--- src/rtl/grill_judge.sv ---
// grill_judge: snapshots the 3x3 grid and scans the 8 win lines one per cycle.
// Optional build macro JUDGE_EARLY_EXIT_EN: stop scanning at the first winning line.
module grill_judge #(
    parameter logic [1:0] P1_CODE = 2'b01,
    parameter logic [1:0] P2_CODE = 2'b10
) (
    input  logic       clk,
    input  logic       rst,
    input  logic       start,
    input  logic [1:0] a,
    input  logic [1:0] b,
    input  logic [1:0] c,
    input  logic [1:0] d,
    input  logic [1:0] e,
    input  logic [1:0] f,
    input  logic [1:0] g,
    input  logic [1:0] h,
    input  logic [1:0] i,
    output logic       busy,
    output logic       done,
    output logic [1:0] winner,
    output logic [3:0] win_line,
    output logic       draw,
    output logic       invalid
);

    localparam logic [1:0] S_IDLE   = 2'd0;
    localparam logic [1:0] S_SCAN   = 2'd1;
    localparam logic [1:0] S_REPORT = 2'd2;

    logic [1:0]       state_q, state_d;
    logic [2:0]       idx_q, idx_d;
    logic [8:0][1:0]  snap_q, snap_d;
    logic             p1_q, p1_d;
    logic             p2_q, p2_d;
    logic             found_q, found_d;
    logic [2:0]       first_q, first_d;
    logic [1:0]       fcode_q, fcode_d;
    logic             busy_q, busy_d;
    logic             done_q, done_d;
    logic [1:0]       winner_q, winner_d;
    logic [3:0]       line_q, line_d;
    logic             draw_q, draw_d;
    logic             inv_q, inv_d;

    logic [1:0] l0, l1, l2;
    logic       line_p1, line_p2;
    logic       any_empty, any_invalid;

    // Select the three snapshot cells of the line under scan
    always_comb begin
        l0 = snap_q[0];
        l1 = snap_q[1];
        l2 = snap_q[2];
        case (idx_q)
            3'd0: begin l0 = snap_q[0]; l1 = snap_q[1]; l2 = snap_q[2]; end
            3'd1: begin l0 = snap_q[3]; l1 = snap_q[4]; l2 = snap_q[5]; end
            3'd2: begin l0 = snap_q[6]; l1 = snap_q[7]; l2 = snap_q[8]; end
            3'd3: begin l0 = snap_q[0]; l1 = snap_q[3]; l2 = snap_q[6]; end
            3'd4: begin l0 = snap_q[1]; l1 = snap_q[4]; l2 = snap_q[7]; end
            3'd5: begin l0 = snap_q[2]; l1 = snap_q[5]; l2 = snap_q[8]; end
            3'd6: begin l0 = snap_q[0]; l1 = snap_q[4]; l2 = snap_q[8]; end
            default: begin l0 = snap_q[2]; l1 = snap_q[4]; l2 = snap_q[6]; end
        endcase
        line_p1 = (l0 == P1_CODE) && (l1 == P1_CODE) && (l2 == P1_CODE);
        line_p2 = (l0 == P2_CODE) && (l1 == P2_CODE) && (l2 == P2_CODE);
    end

    // Per-cell empty and invalid summary of the snapshot
    always_comb begin
        any_empty   = 1'b0;
        any_invalid = 1'b0;
        for (int n = 0; n < 9; n++) begin
            if (snap_q[n] == 2'b00) begin
                any_empty = 1'b1;
            end else if (snap_q[n] != P1_CODE && snap_q[n] != P2_CODE) begin
                any_invalid = 1'b1;
            end
        end
    end

    // Next-state logic for the scan FSM and result registers
    always_comb begin
        state_d  = state_q;
        idx_d    = idx_q;
        snap_d   = snap_q;
        p1_d     = p1_q;
        p2_d     = p2_q;
        found_d  = found_q;
        first_d  = first_q;
        fcode_d  = fcode_q;
        busy_d   = busy_q;
        done_d   = 1'b0;
        winner_d = winner_q;
        line_d   = line_q;
        draw_d   = draw_q;
        inv_d    = inv_q;
        case (state_q)
            S_IDLE: begin
                if (start) begin
                    snap_d  = {i, h, g, f, e, d, c, b, a};
                    p1_d    = 1'b0;
                    p2_d    = 1'b0;
                    found_d = 1'b0;
                    first_d = 3'd0;
                    fcode_d = 2'b00;
                    idx_d   = 3'd0;
                    busy_d  = 1'b1;
                    state_d = S_SCAN;
                end
            end
            S_SCAN: begin
                if (line_p1) p1_d = 1'b1;
                if (line_p2) p2_d = 1'b1;
                if ((line_p1 || line_p2) && !found_q) begin
                    found_d = 1'b1;
                    first_d = idx_q;
                    fcode_d = line_p1 ? P1_CODE : P2_CODE;
                end
                idx_d = idx_q + 3'd1;
`ifdef JUDGE_EARLY_EXIT_EN
                if (line_p1 || line_p2 || idx_q == 3'd7) begin
                    state_d = S_REPORT;
                end
`else
                if (idx_q == 3'd7) begin
                    state_d = S_REPORT;
                end
`endif
            end
            S_REPORT: begin
`ifdef JUDGE_EARLY_EXIT_EN
                winner_d = found_q ? fcode_q : 2'b00;
`else
                if (p1_q && p2_q)  winner_d = 2'b11;
                else if (p1_q)     winner_d = P1_CODE;
                else if (p2_q)     winner_d = P2_CODE;
                else               winner_d = 2'b00;
`endif
                line_d  = found_q ? {1'b0, first_q} : 4'hF;
                draw_d  = (winner_d == 2'b00) && !any_empty;
                inv_d   = any_invalid;
                done_d  = 1'b1;
                busy_d  = 1'b0;
                state_d = S_IDLE;
            end
            default: begin
                busy_d  = 1'b0;
                state_d = S_IDLE;
            end
        endcase
    end

    // State and result registers with asynchronous active-low reset
    always_ff @(posedge clk or negedge rst) begin
        if (!rst) begin
            state_q  <= S_IDLE;
            idx_q    <= 3'd0;
            snap_q   <= '0;
            p1_q     <= 1'b0;
            p2_q     <= 1'b0;
            found_q  <= 1'b0;
            first_q  <= 3'd0;
            fcode_q  <= 2'b00;
            busy_q   <= 1'b0;
            done_q   <= 1'b0;
            winner_q <= 2'b00;
            line_q   <= 4'hF;
            draw_q   <= 1'b0;
            inv_q    <= 1'b0;
        end else begin
            state_q  <= state_d;
            idx_q    <= idx_d;
            snap_q   <= snap_d;
            p1_q     <= p1_d;
            p2_q     <= p2_d;
            found_q  <= found_d;
            first_q  <= first_d;
            fcode_q  <= fcode_d;
            busy_q   <= busy_d;
            done_q   <= done_d;
            winner_q <= winner_d;
            line_q   <= line_d;
            draw_q   <= draw_d;
            inv_q    <= inv_d;
        end
    end

    assign busy     = busy_q;
    assign done     = done_q;
    assign winner   = winner_q;
    assign win_line = line_q;
    assign draw     = draw_q;
    assign invalid  = inv_q;

endmodule
--- config.mk ---
export PLATFORM = sky130hd
export DESIGN_NAME = grill_judge
export DESIGN_NICKNAME = d
export VERILOG_FILES = /design/src/rtl/grill_judge.sv
export SDC_FILE = /design/constraint.sdc
export NUM_CORES = 1
export LEC_CHECK = 0
export ABC_AREA = 1
export CAP_MARGIN = 10
export CORE_ASPECT_RATIO = 0.75
export CORE_UTILIZATION = 40
export CTS_CLUSTER_DIAMETER = 40
export DETAILED_ROUTE_END_ITERATION = 12
export DONT_BUFFER_PORTS = 1
export SLEW_MARGIN = 25
export SYNTH_ARGS = -nofsm -noshare
export SYNTH_HDL_FRONTEND = slang
export SYNTH_SLANG_ARGS = --single-unit
--- constraint.sdc ---
create_clock -name clk -period 5.7 [get_ports clk]
set_input_delay 1.71 -clock clk [delete_from_list [all_inputs] [get_ports clk]]
set_output_delay 1.71 -clock clk [all_outputs]
set_load 0.05 [all_outputs]
* Word-level counts from Yosys, hierarchy flattened *
Index checks and enable logic that the tools add are counted.
W data, S select, Z words.

word-level totals
  output and inout bits = 10
  bits in registers = 39

cells by class
  add/sub/neg operators = 1
  eq/ne operators = 38
  reductions and logical operators = 41
  muxes and demuxes = 52
  bitwise logic cells = 1

operators by type and width
  cell                   number
  $mux W1                33
  $ne A2 B2 Y1 const B   14
  $pmux W2 S4            3
  $logic_not A2 Y1       11
  $ne A2 B1 Y1 const B   9
  $logic_and A1 B1 Y1    16
  $eq A3 B3 Y1 const B   4
  $mux W2                6
  $pmux W3 S2            2
  $reduce_and A3 Y1      3
  $eq A2 B1 Y1 const B   4
  $eq A2 B2 Y1 const B   4
  $pmux W1 S2            4
  $reduce_and A2 Y1      4
  $eq A3 B2 Y1 const B   2
  $mux W3                2
  $reduce_or A3 Y1       2
  $mux W4                1
  $pmux W2 S2            1
  $add A3 B1 Y3 const B  1
  $eq A3 B1 Y1 const B   1
  $logic_not A3 Y1       1
  $logic_not A1 Y1       2
  $reduce_bool A2 Y1     1
  2 further kinds        2

* Logic depth before layout (Yosys ltp) *
  depth after elaboration = 20
  depth in mapped cells = 16
  depth with buffers taken out = 15

* Worst setup path before layout *
No wires, ideal clock.

  kind = input to register
  start = input port start
  end = register snap_q[10] (netlist name)
  setup slack = 3.105 ns
  data arrival time = 2.464 ns
  setup time = 0.131 ns
  path buffers = 1
  cell stages on the path = 5
  cell sequence = nand2_1 clkinv_1 clkbuf_1 nand2_1 o21ai_0

between the ends
  longest elaborated chain between the ends = 1

RTL lines
  item                                line  RTL
  start: declaration                  9     input logic start,
  $reduce_and A2 Y1 (no source line)  --
  end signal: assignment              174   snap_q <= snap_d;
  end: declaration                    33    logic [8:0][1:0] snap_q, snap_d;

No other way between the ends.
A chain may end at the register's enable or synchronous reset.

* Final worst setup path *
  start = input port start
  end = register idx_q[1]

between the ends
  longest elaborated chain between the ends = 2

RTL lines
  item                                line  RTL
  $ne A2 B2 Y1 (no source line)       --
  $reduce_and A2 Y1 (no source line)  --
  end signal: assignment              173   idx_q <= idx_d;
  end: declaration                    32    logic [2:0] idx_q, idx_d;

No other way between the ends.

==> impl_metrics.csv <==
group,metric,value,unit
die,dieArea,5920,sq um
sta,worstMarginPinSlew,0.835,ns
run,maxCapViolations,0,
clocking,post_cts_buffers,0,
setup_path,worstPathCellList,"nand2_1, clkinv_1, nor2_1, inv_1, o21ai_0",
setup_path,cp_slowest_stage_delay,0.74,ns
route,ant_nets,0,
die,die_y,66.9,um
finish,seqCellArea,981,sq um
clocking,cts_tree,"yes",
setup_path,crit_fanout,37,
die,core_area,5380,sq um
clocking,cts_buffer_depth,2,
global_route,grt_pass1_vias,1716,
placed_design,gp_congestion,0.846,
sta,hold_slack,0.442,ns
min_path,hold_class,"register to register",
sta,min_period,3.05,ns
sta,rsz0062_at_grt,"no",
sta,fin_worst_skew,0.00279,ns
finish,diodes,0,
clocking,cts.repair.resized,0,
global_route,antenna_found_initial,0,
logic_synthesis,ys.warnings.count,0,
logic_synthesis,synth-seq-cells,39,
status,outcome,"completed",
finish,multi_input_area,1080,sq um
global_route,grt_overflow_total,0,
route,drtIter0Drc,98,
setup_path,crit_type,"input pin to register",
global_route,grt_max_degree,40,
clocking,ctsHtreeMaxLevel,2,
setup_path,cp-start-kind,"input pin",
clocking,cts_sinks,39,
route,viasPerCell,4.87,
finish,num-fill-cells,579,
setup_path,cp-end-kind,"register",
die,ios,31,
sta,finalCritPeriodShare,0.534,
finish,area_growth,6.07,%
logic_synthesis,syn_avg_cell_area,7.67,sq um
route,drc,0,
setup_path,arrival,3.25,ns
finish,stdcell_count,370,
finish,fin_nets,330,
die,initial_utilization,0.417,
route,avgRoutedWirePerCell,13.0,um
finish,drive_gt1_frac,0.0983,
sta,setup-violations-final,0,
global_route,track_usage,0.185,
sta,fin_setup_tns,0,ns
logic_synthesis,synth_top_area_frac,0.390,
sta,worst_slack,2.65,ns
route,routed_wirelength,4.82,mm
clocking,root_buffer,"clkbuf_8",
global_route,grt_pass1_wl,8.21,mm
finish,layout_common_cells,"81 x nand2_1, 35 x dfrtp_1, 32 x inv_1, 29 x nor2_1",
setup_path,slowest_stage,"clkinv_1",
finish,final_util,0.443,
logic_synthesis,yosysTopAreaCell,"dfrtp_1",
route,via_count,1801,
sta,slew_violations,0,
die,die_width,88.5,um
placed_design,placed_cells,362,
logic_synthesis,synthesis.area,2250,sq um
route,dr.pass1.iters,5,
power,vdd_ir_drop_max,0.212,mV
logic_synthesis,ys_types,27,
power,leakagePower,1.21,nW
setup_path,required,5.91,ns
logic_synthesis,netlist_top_cells_area,"dfrtp_1 39%, nand2_1 14%, ha_1 8.4%",
clocking,numCtsBuffers,5,
sta,fmaxAchievable,0.328,GHz
logic_synthesis,synthCells,293,
sta,slew_headroom,0.440,
clocking,postCtsHoldBufs,0,
logic_synthesis,syn-num-nets,329,
clocking,clk_latency,0.28,ns
finish,mostFrequentLayoutCell,"nand2_1",
clocking,clk_pin_slew,0.07,ns
power,p_per_area,620,nW/um^2
placed_design,portBuffers,0,
logic_synthesis,seq_area_frac_synth,0.437,
placed_design,dp_worst_setup_slack,2.31,ns
sta,finalHoldViolCount,0,
placed_design,hpwl,3.68,mm
die,rows,23,
setup_path,r2r_setup_slack,3.46,ns
[flip-flops by register name, indices dropped and copies added (netlist names)]
register,cells
first_q,3
invalid,1
draw,1
busy,1
found_q,1
done,1
winner,2
idx_q,3
win_line,4
state_q,2
p1_q,1
snap_q,18
p2_q,1
[metal layers]
layer  track usage  vias up  routed length, um
met4        0.0363        0                 21
met2         0.283       43               2040
met5             0        -                  0
li1              -      934                  -
met3        0.0545        4                280
met1         0.260      820               2480
[worst paths after layout]
kind / from / end / depth (start not counted)
setup reg to reg: idx_q[2] / first_q[1] / 14
hold / removal: found_q / win_line[3] / 1
hold reg to reg: found_q / win_line[3] / 1
max in group asynchronous: rst / win_line[1] / 0
setup / recovery: start / idx_q[1] / 5
min in group asynchronous: rst / snap_q[7] / 0
[power breakdown]
group | total (mW) | switching (mW) | internal (mW)
registers | 0.604 | 0.200 | 0.404
logic | 0.693 | 0.443 | 0.250
clock network | 0.180 | 0.0940 | 0.0860
total | 1.48 | 0.737 | 0.740
[stage by stage]
stage / cell area [sq um] / power, mW
2_1_floorplan: 2250 / 1.15
3_3_place_gp: 2300 / 1.29
3_5_place_dp: 2300 / 1.30
4_1_cts: 2380 / 1.49
5_1_grt: 2380 / 1.63
6_report: 2380 / 1.48
[synth_stat cells, drive strengths merged]
cell type	count
clkbuf	3
nand3b	1
inv	36
ha	15
nor2	36
clkinv	2
nand2	86
dfstp	4
nor3	3
nor4	2
nand4	1
a21oi	3
dfrtp	35
nand3	29
a31oi	1
buf	3
o22ai	3
o21ai	30
[worst max-delay path: cells and delay by family]
kind / cells / cell delay (ns)
buffers and inverters: 2 / 0.83
and+or+nand+nor: 2 / 0.58
AOI/OAI and AO/OA: 1 / 0.14
[cell families after synthesis]
family | Yosys count | synth area share
simple gates | 158 | 0.311
compound gates | 37 | 0.0864
fa+ha+maj | 15 | 0.0836
buf+inv | 44 | 0.0819
flops | 39 | 0.437
[cell type report]
cell class | count | share of cell area
tap | 75 | 0.0394
clock inverter | 1 | 0.00210
inverter | 38 | 0.0609
multi-input combinational | 210 | 0.454
sequential | 39 | 0.412
clock buffer | 7 | 0.0320
No activity file was read; power rests on OpenSTA's default activity.
